[src/rtl/mem_port_arbiter.sv]
// mem_port_arbiter: two-master (I/D L2) line arbiter onto one slow-memory port; define ARB_RR_EN for round-robin, else fixed D priority
module mem_port_arbiter #(
    parameter int ADDR_W = 28,
    parameter int LINE_W = 128
) (
    input  logic              clk,
    input  logic              proc_reset,
    input  logic              i_read,
    input  logic              i_write,
    input  logic [ADDR_W-1:0] i_addr,
    input  logic [LINE_W-1:0] i_wdata,
    output logic [LINE_W-1:0] i_rdata,
    output logic              i_ready,
    input  logic              d_read,
    input  logic              d_write,
    input  logic [ADDR_W-1:0] d_addr,
    input  logic [LINE_W-1:0] d_wdata,
    output logic [LINE_W-1:0] d_rdata,
    output logic              d_ready,
    output logic              mem_read,
    output logic              mem_write,
    output logic [ADDR_W-1:0] mem_addr,
    output logic [LINE_W-1:0] mem_wdata,
    input  logic [LINE_W-1:0] mem_rdata,
    input  logic              mem_ready
);
    typedef enum logic [2:0] {IDLE, GNT_I, GNT_D, DONE_I, DONE_D} state_t;

    state_t            state_q, state_d;
    logic              last_grant_q, last_grant_d;
    logic              mem_read_q, mem_read_d, mem_write_q, mem_write_d;
    logic [ADDR_W-1:0] mem_addr_q, mem_addr_d;
    logic [LINE_W-1:0] mem_wdata_q, mem_wdata_d;
    logic [LINE_W-1:0] i_rdata_q, i_rdata_d, d_rdata_q, d_rdata_d;
    logic              i_ready_q, i_ready_d, d_ready_q, d_ready_d;
    logic              i_req, d_req, pick_d;

    assign i_req = i_read | i_write;
    assign d_req = d_read | d_write;
`ifdef ARB_RR_EN
    assign pick_d = d_req & (~i_req | ~last_grant_q);
`else
    assign pick_d = d_req;
`endif

    // next-state: latch winner in IDLE, hold memory request until mem_ready, one-cycle ready pulse
    always_comb begin
        state_d      = state_q;
        last_grant_d = last_grant_q;
        mem_read_d   = mem_read_q;
        mem_write_d  = mem_write_q;
        mem_addr_d   = mem_addr_q;
        mem_wdata_d  = mem_wdata_q;
        i_rdata_d    = i_rdata_q;
        d_rdata_d    = d_rdata_q;
        i_ready_d    = 1'b0;
        d_ready_d    = 1'b0;
        case (state_q)
            IDLE: if (i_req | d_req) begin
                state_d      = pick_d ? GNT_D : GNT_I;
                last_grant_d = pick_d;
                mem_write_d  = pick_d ? d_write : i_write;
                mem_read_d   = pick_d ? (d_read & ~d_write) : (i_read & ~i_write);
                mem_addr_d   = pick_d ? d_addr : i_addr;
                mem_wdata_d  = pick_d ? d_wdata : i_wdata;
            end
            GNT_I: if (mem_ready) begin
                state_d     = DONE_I;
                mem_read_d  = 1'b0;
                mem_write_d = 1'b0;
                i_ready_d   = 1'b1;
                i_rdata_d   = mem_read_q ? mem_rdata : i_rdata_q;
            end
            GNT_D: if (mem_ready) begin
                state_d     = DONE_D;
                mem_read_d  = 1'b0;
                mem_write_d = 1'b0;
                d_ready_d   = 1'b1;
                d_rdata_d   = mem_read_q ? mem_rdata : d_rdata_q;
            end
            default: state_d = IDLE;
        endcase
    end

    // state and registered outputs; reset aborts any transaction immediately
    always_ff @(posedge clk) begin
        if (proc_reset) begin
            state_q      <= IDLE;
            last_grant_q <= 1'b0;
            mem_read_q   <= 1'b0;
            mem_write_q  <= 1'b0;
            mem_addr_q   <= '0;
            mem_wdata_q  <= '0;
            i_rdata_q    <= '0;
            d_rdata_q    <= '0;
            i_ready_q    <= 1'b0;
            d_ready_q    <= 1'b0;
        end else begin
            state_q      <= state_d;
            last_grant_q <= last_grant_d;
            mem_read_q   <= mem_read_d;
            mem_write_q  <= mem_write_d;
            mem_addr_q   <= mem_addr_d;
            mem_wdata_q  <= mem_wdata_d;
            i_rdata_q    <= i_rdata_d;
            d_rdata_q    <= d_rdata_d;
            i_ready_q    <= i_ready_d;
            d_ready_q    <= d_ready_d;
        end
    end

    assign mem_read  = mem_read_q;
    assign mem_write = mem_write_q;
    assign mem_addr  = mem_addr_q;
    assign mem_wdata = mem_wdata_q;
    assign i_rdata   = i_rdata_q;
    assign d_rdata   = d_rdata_q;
    assign i_ready   = i_ready_q;
    assign d_ready   = d_ready_q;
endmodule

[config.mk]
export PLATFORM = sky130hd
export DESIGN_NAME = mem_port_arbiter
export DESIGN_NICKNAME = d
export VERILOG_FILES = /design/src/rtl/mem_port_arbiter.sv
export SDC_FILE = /design/constraint.sdc
export NUM_CORES = 1
export LEC_CHECK = 0
export ABC_AREA = 1
export CAP_MARGIN = 10
export CORE_AREA = 2 2 336 338
export DETAILED_ROUTE_END_ITERATION = 8
export DIE_AREA = 0 0 338 340
export HOLD_SLACK_MARGIN = 0.15
export PLACE_DENSITY_LB_ADDON = 0.2
export SLEW_MARGIN = 20
export SYNTH_ARGS = -nofsm -noshare
export SYNTH_HDL_FRONTEND = slang
export SYNTH_SLANG_ARGS = --single-unit
[constraint.sdc]
create_clock -name clk -period 1.3 [get_ports clk]
set_input_delay 0.325 -clock clk [delete_from_list [all_inputs] [get_ports clk]]
set_output_delay 0.325 -clock clk [all_outputs]
set_load 0.01 [all_outputs]
==> results_dict.tcl, run 1 <==
set metrics [dict create \
    htreeDepth 2 \
    cp-end-kind "flip-flop" \
    coreArea_um2 112000 \
    hp-start "mem_rdata[6]" \
    placed_area_um2 28600 \
    failed_checks "setup timing" \
    drtIter0Drc 622 \
    synth_edf_count 0 \
    grt_max_degree 48 \
    synth_area_leader_cell "dfxtp_1" \
    synth-seq-cells 419 \
    final_area_um2 33800 \
    finClkSkew_ns 0.0288 \
    port_buffers 862 \
    synth_cells 2363 \
    cts_root_buf "clkbuf_16" \
    power_density_nw_per_um2 1270 \
    cp_slowest_stage_delay_ns 0.33 \
    cp-start-kind "flip-flop" \
    insertion_delay_ns 0.66 \
    clk_path_buf_depth 3 \
    maxCapViolations 0 \
    vdd_drop_max_mv 1.04 \
    ant_nets 0 \
    outcome "finished, violations left" \
    grtUsageTotal 0.150 \
    place_inst 4732 \
    start_util 0.152 \
    die_h_um 340 \
    dp_hpwl_um 69600 \
    cp.required_ns 1.88 \
    rows 123 \
    syn_area_per_cell_um2 7.16 \
    nets 3807 \
    hold_viol 0 \
    viasPerCell 3.92 \
    setup_slack_ns -0.254 \
    grt_pass1_wl_um 128000 \
    synth_area_leaders "dfxtp_1 50%, nand2_1 14%, a21oi_1 7.7%" \
    routabilityCongestion 0.816 \
    fmax_ghz 0.644 \
    p_leak_nw 13.8 \
    netlist-cell-type-count 24 \
    synth_top_area_frac 0.495 \
    critPathSlowestCell "dfxtp_2" \
    ys_seq_area_frac 0.495 \
    wl_um 95000 \
    area_delta_synth_final_pct 99.5 \
    vias 19245 \
    worst-path-max-fanout 13 \
    crit_arrival_ns 2.13 \
    overflow 0 \
    timing.rr.start "state_q[2]" \
    wl_per_cell_um 19.4 \
    final_util 0.303 \
    synth_nets 2810 \
    hp-class "input port to flip-flop" \
    rsz0062_at_grt "yes" \
    drtPass1Iterations 5 \
    crit_chain "buf_6 -> inv_2 -> nand2_2 -> nor2_4 -> o21ai_4 -> clkinv_4 -> buf_12 -> clkbuf_16 -> nor2_1 -> nor2_1" \
    setup_viol_count_final 791 \
    crit_type "flip-flop to flip-flop" \
    async_reset_ff_frac 0 \
    yosysWarnings 0 \
    cpMostUsedCell "nor2_1" \
    netlist_area_um2 16900 \
    cp-startpoint "state_q[2]" \
    tightest_slew_ns 0.337 \
    slew_headroom 0.775 \
    antenna_found_initial 8 \
    maxSlewViolCount 0 \
    grt_pass1_vias 19096 \
    layout-drive-gt1-share 0.411 \
    die_area_um2 115000 \
    clock-sinks 419 \
    synth_ff_type "dfxtp_1" \
    fin_crit_ns 1.55 \
    stdcell_count 4906 \
    cts_buffers 54 \
    pin_count 863 \
    path_clk_slew_ns 0.06 \
    finalCritPeriodShare 1.20 \
    die_w_um 338 \
    drc 0 \
    cts_tree "done" \
]
## synthesized netlist by cell type (3+ instances only)
cell type,number
clkbuf_8,6
dfxtp_1,419
nor2_1,320
nor3_1,3
nand3_1,131
nand2_2,4
o21ai_1,33
buf_4,25
a21oi_1,259
o21ai_0,253
inv_1,137
buf_6,12
clkbuf_1,55
nand2_1,609
inv_2,5
buf_2,84
## cell type report
class / count / area, um2
diodes: 1 / 2.50
clock buffers: 72 / 1510
clock inverters: 29 / 462
fillers: 12013 / 77800
inverters: 143 / 567
multi-input cells: 1617 / 7840
flip-flops and latches: 419 / 8980
well taps: 1500 / 1880
repair buffers: 1125 / 12500
## layer usage
metal	GRT usage	vias up	share of wire
li1	-	9599	-
met1	0.164	8915	0.39
met2	0.271	601	0.50
met3	0.0524	120	0.086
met4	0.0444	10	0.026
met5	0	-	0.00073
## worst max-delay path: cells and delay by family (launching register included)
| kind | cells | cell delay (ns) |
|---|---|---|
| and+or+nand+nor | 4 | 0.38 |
| AOI/OAI and AO/OA | 1 | 0.14 |
| DFF | 1 | 0.33 |
| buffers and inverters | 5 | 0.62 |
## worst paths after layout
| path | end | slack (ns) | depth (start not counted) |
|---|---|---|---|
| hold reg to reg | d_rdata[59] | 0.45 | 2 |
| setup reg to reg | mem_wdata[110] | -0.25 | 10 |
| hold / removal | i_rdata[6] | 0.26 | 3 |
| setup / recovery | mem_wdata[110] | -0.25 | 10 |
## timing repair
| item | in CTS | in global routing |
|---|---|---|
| endpoints found under the hold margin | 7 | 0 |
| gates resized for setup | 2715 | 319 |
| setup buffers | 8 | 37 |
| endpoints found under the setup margin | 825 | 826 |
| gates cloned | 4 | 26 |
| hold buffers | 1 | 0 |
| pin swaps | 8 | 61 |
## cells in the final DEF (no fill, tap or decap), types with 2 or more instances in the layout
cell type / netlist / layout
buf_4: 25 / 150
nor2_2: 1 / 4
nor3_1: 3 / 3
buf_8: 0 / 18
dfxtp_2: 0 / 390
clkinv_2: 0 / 9
clkbuf_1: 55 / 9
a21oi_1: 259 / 194
clkinv_4: 0 / 3
nand3_1: 131 / 93
dfxtp_4: 0 / 29
nand2_1: 609 / 601
bufinv_16: 0 / 9
clkbuf_16: 0 / 74
buf_6: 12 / 427
o21ai_0: 253 / 123
clkdlybuf4s50_1: 0 / 445
o21ai_1: 33 / 85
buf_16: 0 / 11
nand2_2: 4 / 8
nand2_4: 0 / 2
inv_8: 0 / 2
clkinv_16: 0 / 2
a21oi_2: 0 / 65
clkinvlp_4: 0 / 5
nand2_8: 0 / 2
o21ai_4: 1 / 6
inv_2: 5 / 3
inv_1: 137 / 135
nand3_2: 1 / 34
nand3_4: 0 / 5
nor2_1: 320 / 316
clkbuf_8: 6 / 9
inv_4: 0 / 2
buf_12: 0 / 53
o21ai_2: 0 / 73
nor2_4: 1 / 2
## metrics by stage
stage	hold WS (ns)	TNS, ns	power [W]	setup WS (ns)
6_report	0.255	-102.10	0.0430	-0.254
3_3_place_gp	0.430	-260.70	0.0248	-0.852
4_1_cts	0.184	-131.70	0.0429	-0.274
3_5_place_dp	0.432	-261.35	0.0248	-0.836
2_1_floorplan	0.467	0	0.0185	0.0261
5_1_grt	0.238	-160.84	0.0451	-0.332
## kinds of logic (layout without fill, tap and decap cells)
family / count (synthesis) / in the layout / share of synthesized area
and+or+nand+nor: 1071 / 1071 / 0.249
buffers and inverters: 327 / 1369 / 0.0934
AOI/OAI and AO/OA: 546 / 546 / 0.162
other: 0 / 1 / 0
DFF: 419 / 419 / 0.495
## state kept, by name, summed over array words and instances (netlist names)
register and count:
d_rdata 128, i_rdata 128, mem_wdata 128, mem_addr 28, state_q 3, d_ready 1
i_ready 1, mem_read 1, mem_write 1
## power breakdown
part / switching [W] / internal (W)
Clock: 0.00654 / 0.0100
Combinational: 0.00539 / 0.00585
Sequential: 0.000950 / 0.0142
Total: 0.0129 / 0.0301
Note: power is estimated with default switching activity, not from simulation.
==> run 2: changes to the inputs <==
CAP_MARGIN = 20   (was 10)
==> results of run 2 <==
No change in the layout: final DEF, timing and power equal those of run 1.
==> run 3: changes to the inputs <==
ABC_AREA = not set   (was 1)
CORE_AREA = 2 2 335 337   (was 2 2 336 338)
DIE_AREA = 0 0 337 339   (was 0 0 338 340)
==> run 3 against run 2 <==
  * Synthesized cell count is 11% lower
  * The flow still finishes with violations (setup timing)
  * Fmax is 6.7% lower
  * Wire length is 18% higher
  * Clock power is 7% lower
  * First-iteration DRC count is 65% higher
  * Clock skew is 0.0072 ns lower
  * Register-to-register slack worse by 0.11 ns
==> results_dict.tcl, run 3 <==
set metrics [dict create \
    maxSlewViolCount 0 \
    grt_max_degree 101 \
    power_density_nw_per_um2 1130 \
    finClkSkew_ns 0.0216 \
    die_area_um2 114000 \
    finalCritPeriodShare 1.28 \
    dp_hpwl_um 79500 \
    synth_area_leaders "dfxtp_1 47%, a21oi_1 12%, o21ai_0 12%" \
    ys_top_cells_by_count "419 x dfxtp_1, 413 x a21oi_1, 413 x o21ai_0" \
    pin_count 863 \
    cp.depth 8 \
    cts_root_buf "clkbuf_16" \
    synth_cells 2106 \
    failed_checks "setup timing" \
    port_buffers 862 \
    synth-seq-cells 419 \
    vias 20893 \
    cts_tree "done" \
    synth_nets 2553 \
    vdd_drop_max_mv 0.883 \
    tightest_slew_ns 0.887 \
    critPathSlowestCell "dfxtp_4" \
    post-place-ws_ns -0.961 \
    synth_area_leader_cell "dfxtp_1" \
    stdcell_count 4654 \
    fill_cells 11336 \
    final_cell_mix "442 x clkdlybuf4s50_1, 409 x buf_6, 378 x o21ai_0" \
    die_w_um 337 \
    path_buf_inv 5 \
    cp.required_ns 1.89 \
    wl_per_cell_um 24.1 \
    regArea_um2 9110 \
    wl_um 112000 \
    grtUsageTotal 0.176 \
    htreeDepth 2 \
    place_inst 4373 \
    die_h_um 339 \
    hp-class "input port to flip-flop" \
    multi_input_area_um2 10600 \
    netlist-cell-type-count 28 \
    p_leak_nw 13.1 \
    cp_slowest_stage_delay_ns 0.36 \
    slew_headroom 0.409 \
    start_util 0.162 \
    final_common_cell "clkdlybuf4s50_1" \
    drtIter0Drc 1025 \
    crit_chain "buf_6 -> nor4bb_4 -> buf_6 -> buf_12 -> buf_12 -> clkbuf_16 -> nand3_2 -> a21oi_2" \
    path_clk_slew_ns 0.06 \
    routabilityCongestion 0.796 \
    coreArea_um2 110000 \
    setup_slack_ns -0.366 \
    yosysWarnings 0 \
    crit_type "flip-flop to flip-flop" \
    hold_viol 0 \
    cpLargestDelayFamily "buffers and inverters" \
    area_delta_synth_final_pct 111 \
    synth_edf_count 0 \
    viasPerCell 4.49 \
    rows 122 \
    cp-start-kind "flip-flop" \
    synth_ff_type "dfxtp_1" \
    ys_seq_area_frac 0.470 \
    async_reset_ff_frac 0 \
    drc 0 \
    rsz0062_at_grt "yes" \
    syn_area_per_cell_um2 8.48 \
    worst-path-max-fanout 8 \
    ant_nets 0 \
    outcome "finished, violations left" \
    cts_buffers 54 \
    fmax_ghz 0.600 \
    grt_pass1_wl_um 148000 \
    crit_arrival_ns 2.25 \
    drtPass1Iterations 5 \
    maxCapViolations 0 \
    yosys.cell_count.top_type "dfxtp_1" \
    hold_depth 3 \
    r2r_cells 8 \
    power_w 0.0427 \
    antenna_found_initial 21 \
    clock-sinks 419 \
    netlist_area_um2 17900 \
    grt_pass1_vias 20106 \
    setup_viol_count_final 830 \
    insertion_delay_ns 0.66 \
    clk_path_buf_depth 3 \
    cp-end-kind "flip-flop" \
    synth_top_area_frac 0.470 \
    nets 3563 \
    overflow 0 \
    layout-drive-gt1-share 0.552 \
    fin_crit_ns 1.67 \
]
## run 3: cell types whose count changed after synthesis, sizes merged, moves of 94 or more
cell / previous run / this run
nand2: 613 / 157
buf: 121 / 27
a21oi: 259 / 413
nand3: 132 / 256
o21ai: 287 / 415
nor2: 322 / 4
inv: 142 / 3
clkbuf: 63 / 240
a311oi: 0 / 156
## run 3: power by group
part	internal [W]	switching, W	leakage (nW)	total (W)
registers	0.0138	0.000864	3.62	0.0146
clock network	0.00895	0.00655	0.890	0.0155
logic	0.00672	0.00581	8.59	0.0125
## run 3: worst paths after layout
path               startpoint     endpoint  slack [ns]
setup / recovery   state_q[2]  i_rdata[55]       -0.37
setup reg to reg   state_q[2]  i_rdata[55]       -0.37
hold reg to reg   d_rdata[62]  d_rdata[62]        0.48
hold / removal      i_addr[0]  mem_addr[0]        0.26
## run 3: logic make-up (layout without fill, tap and decap cells)
group                     after synthesis  after routing  synth area share
DFF                                   419            419             0.470
and+or+nand+nor                       426            427             0.110
xor gates and xnor gates                1              1          0.000491
buffers and inverters                 270           1319            0.0629
AOI/OAI and AO/OA                     990            990             0.357
other                                   0             10                 0
## run 3: layer usage
layer  GRT usage  routed length [um]
met3      0.0630                9480
met4      0.0623                4060
met1       0.211               45700
met2       0.287               52700
met5           0                 113
## run 3: worst register-to-register path, delay by kind of cell, from the launching register on
family	cells	cell delay [ns]
and+or+nand+nor	2	0.35
AOI/OAI and AO/OA	1	0.13
buffers and inverters	5	0.75
DFF	1	0.36
## run 3: timing repair
| item | in CTS | in global routing |
|---|---|---|
| endpoints found under the setup margin | 831 | 833 |
| cloned | 9 | 45 |
| hold endpoints to repair | 37 | 0 |
| setup buffers | 31 | 93 |
| gates resized for setup | 2452 | 615 |
| hold buffers | 1 | 0 |
| pin swaps | 29 | 228 |
## run 3: area by class of cell
class	count	share of cell area
multi-input combinational	1418	0.281
antenna	10	0.000666
tap	1488	0.0495
inverter	3	0.000433
sequential	419	0.242
clock inverter	22	0.00722
clock buffer	74	0.0411
timing repair buffer	1220	0.377
## run 3: through the flow
stage	instance area (um2)	hold WS, ns	setup TNS (ns)	utilization
final	37600	0.257	-169.20	0.341
after global routing	37600	0.224	-230.74	0.341
after CTS	33300	0.194	-199.59	0.301
after detailed placement	29700	0.466	-320.66	0.269
after global placement	29700	0.461	-318.52	0.269
after floorplan	18300	0.453	-87.11	-
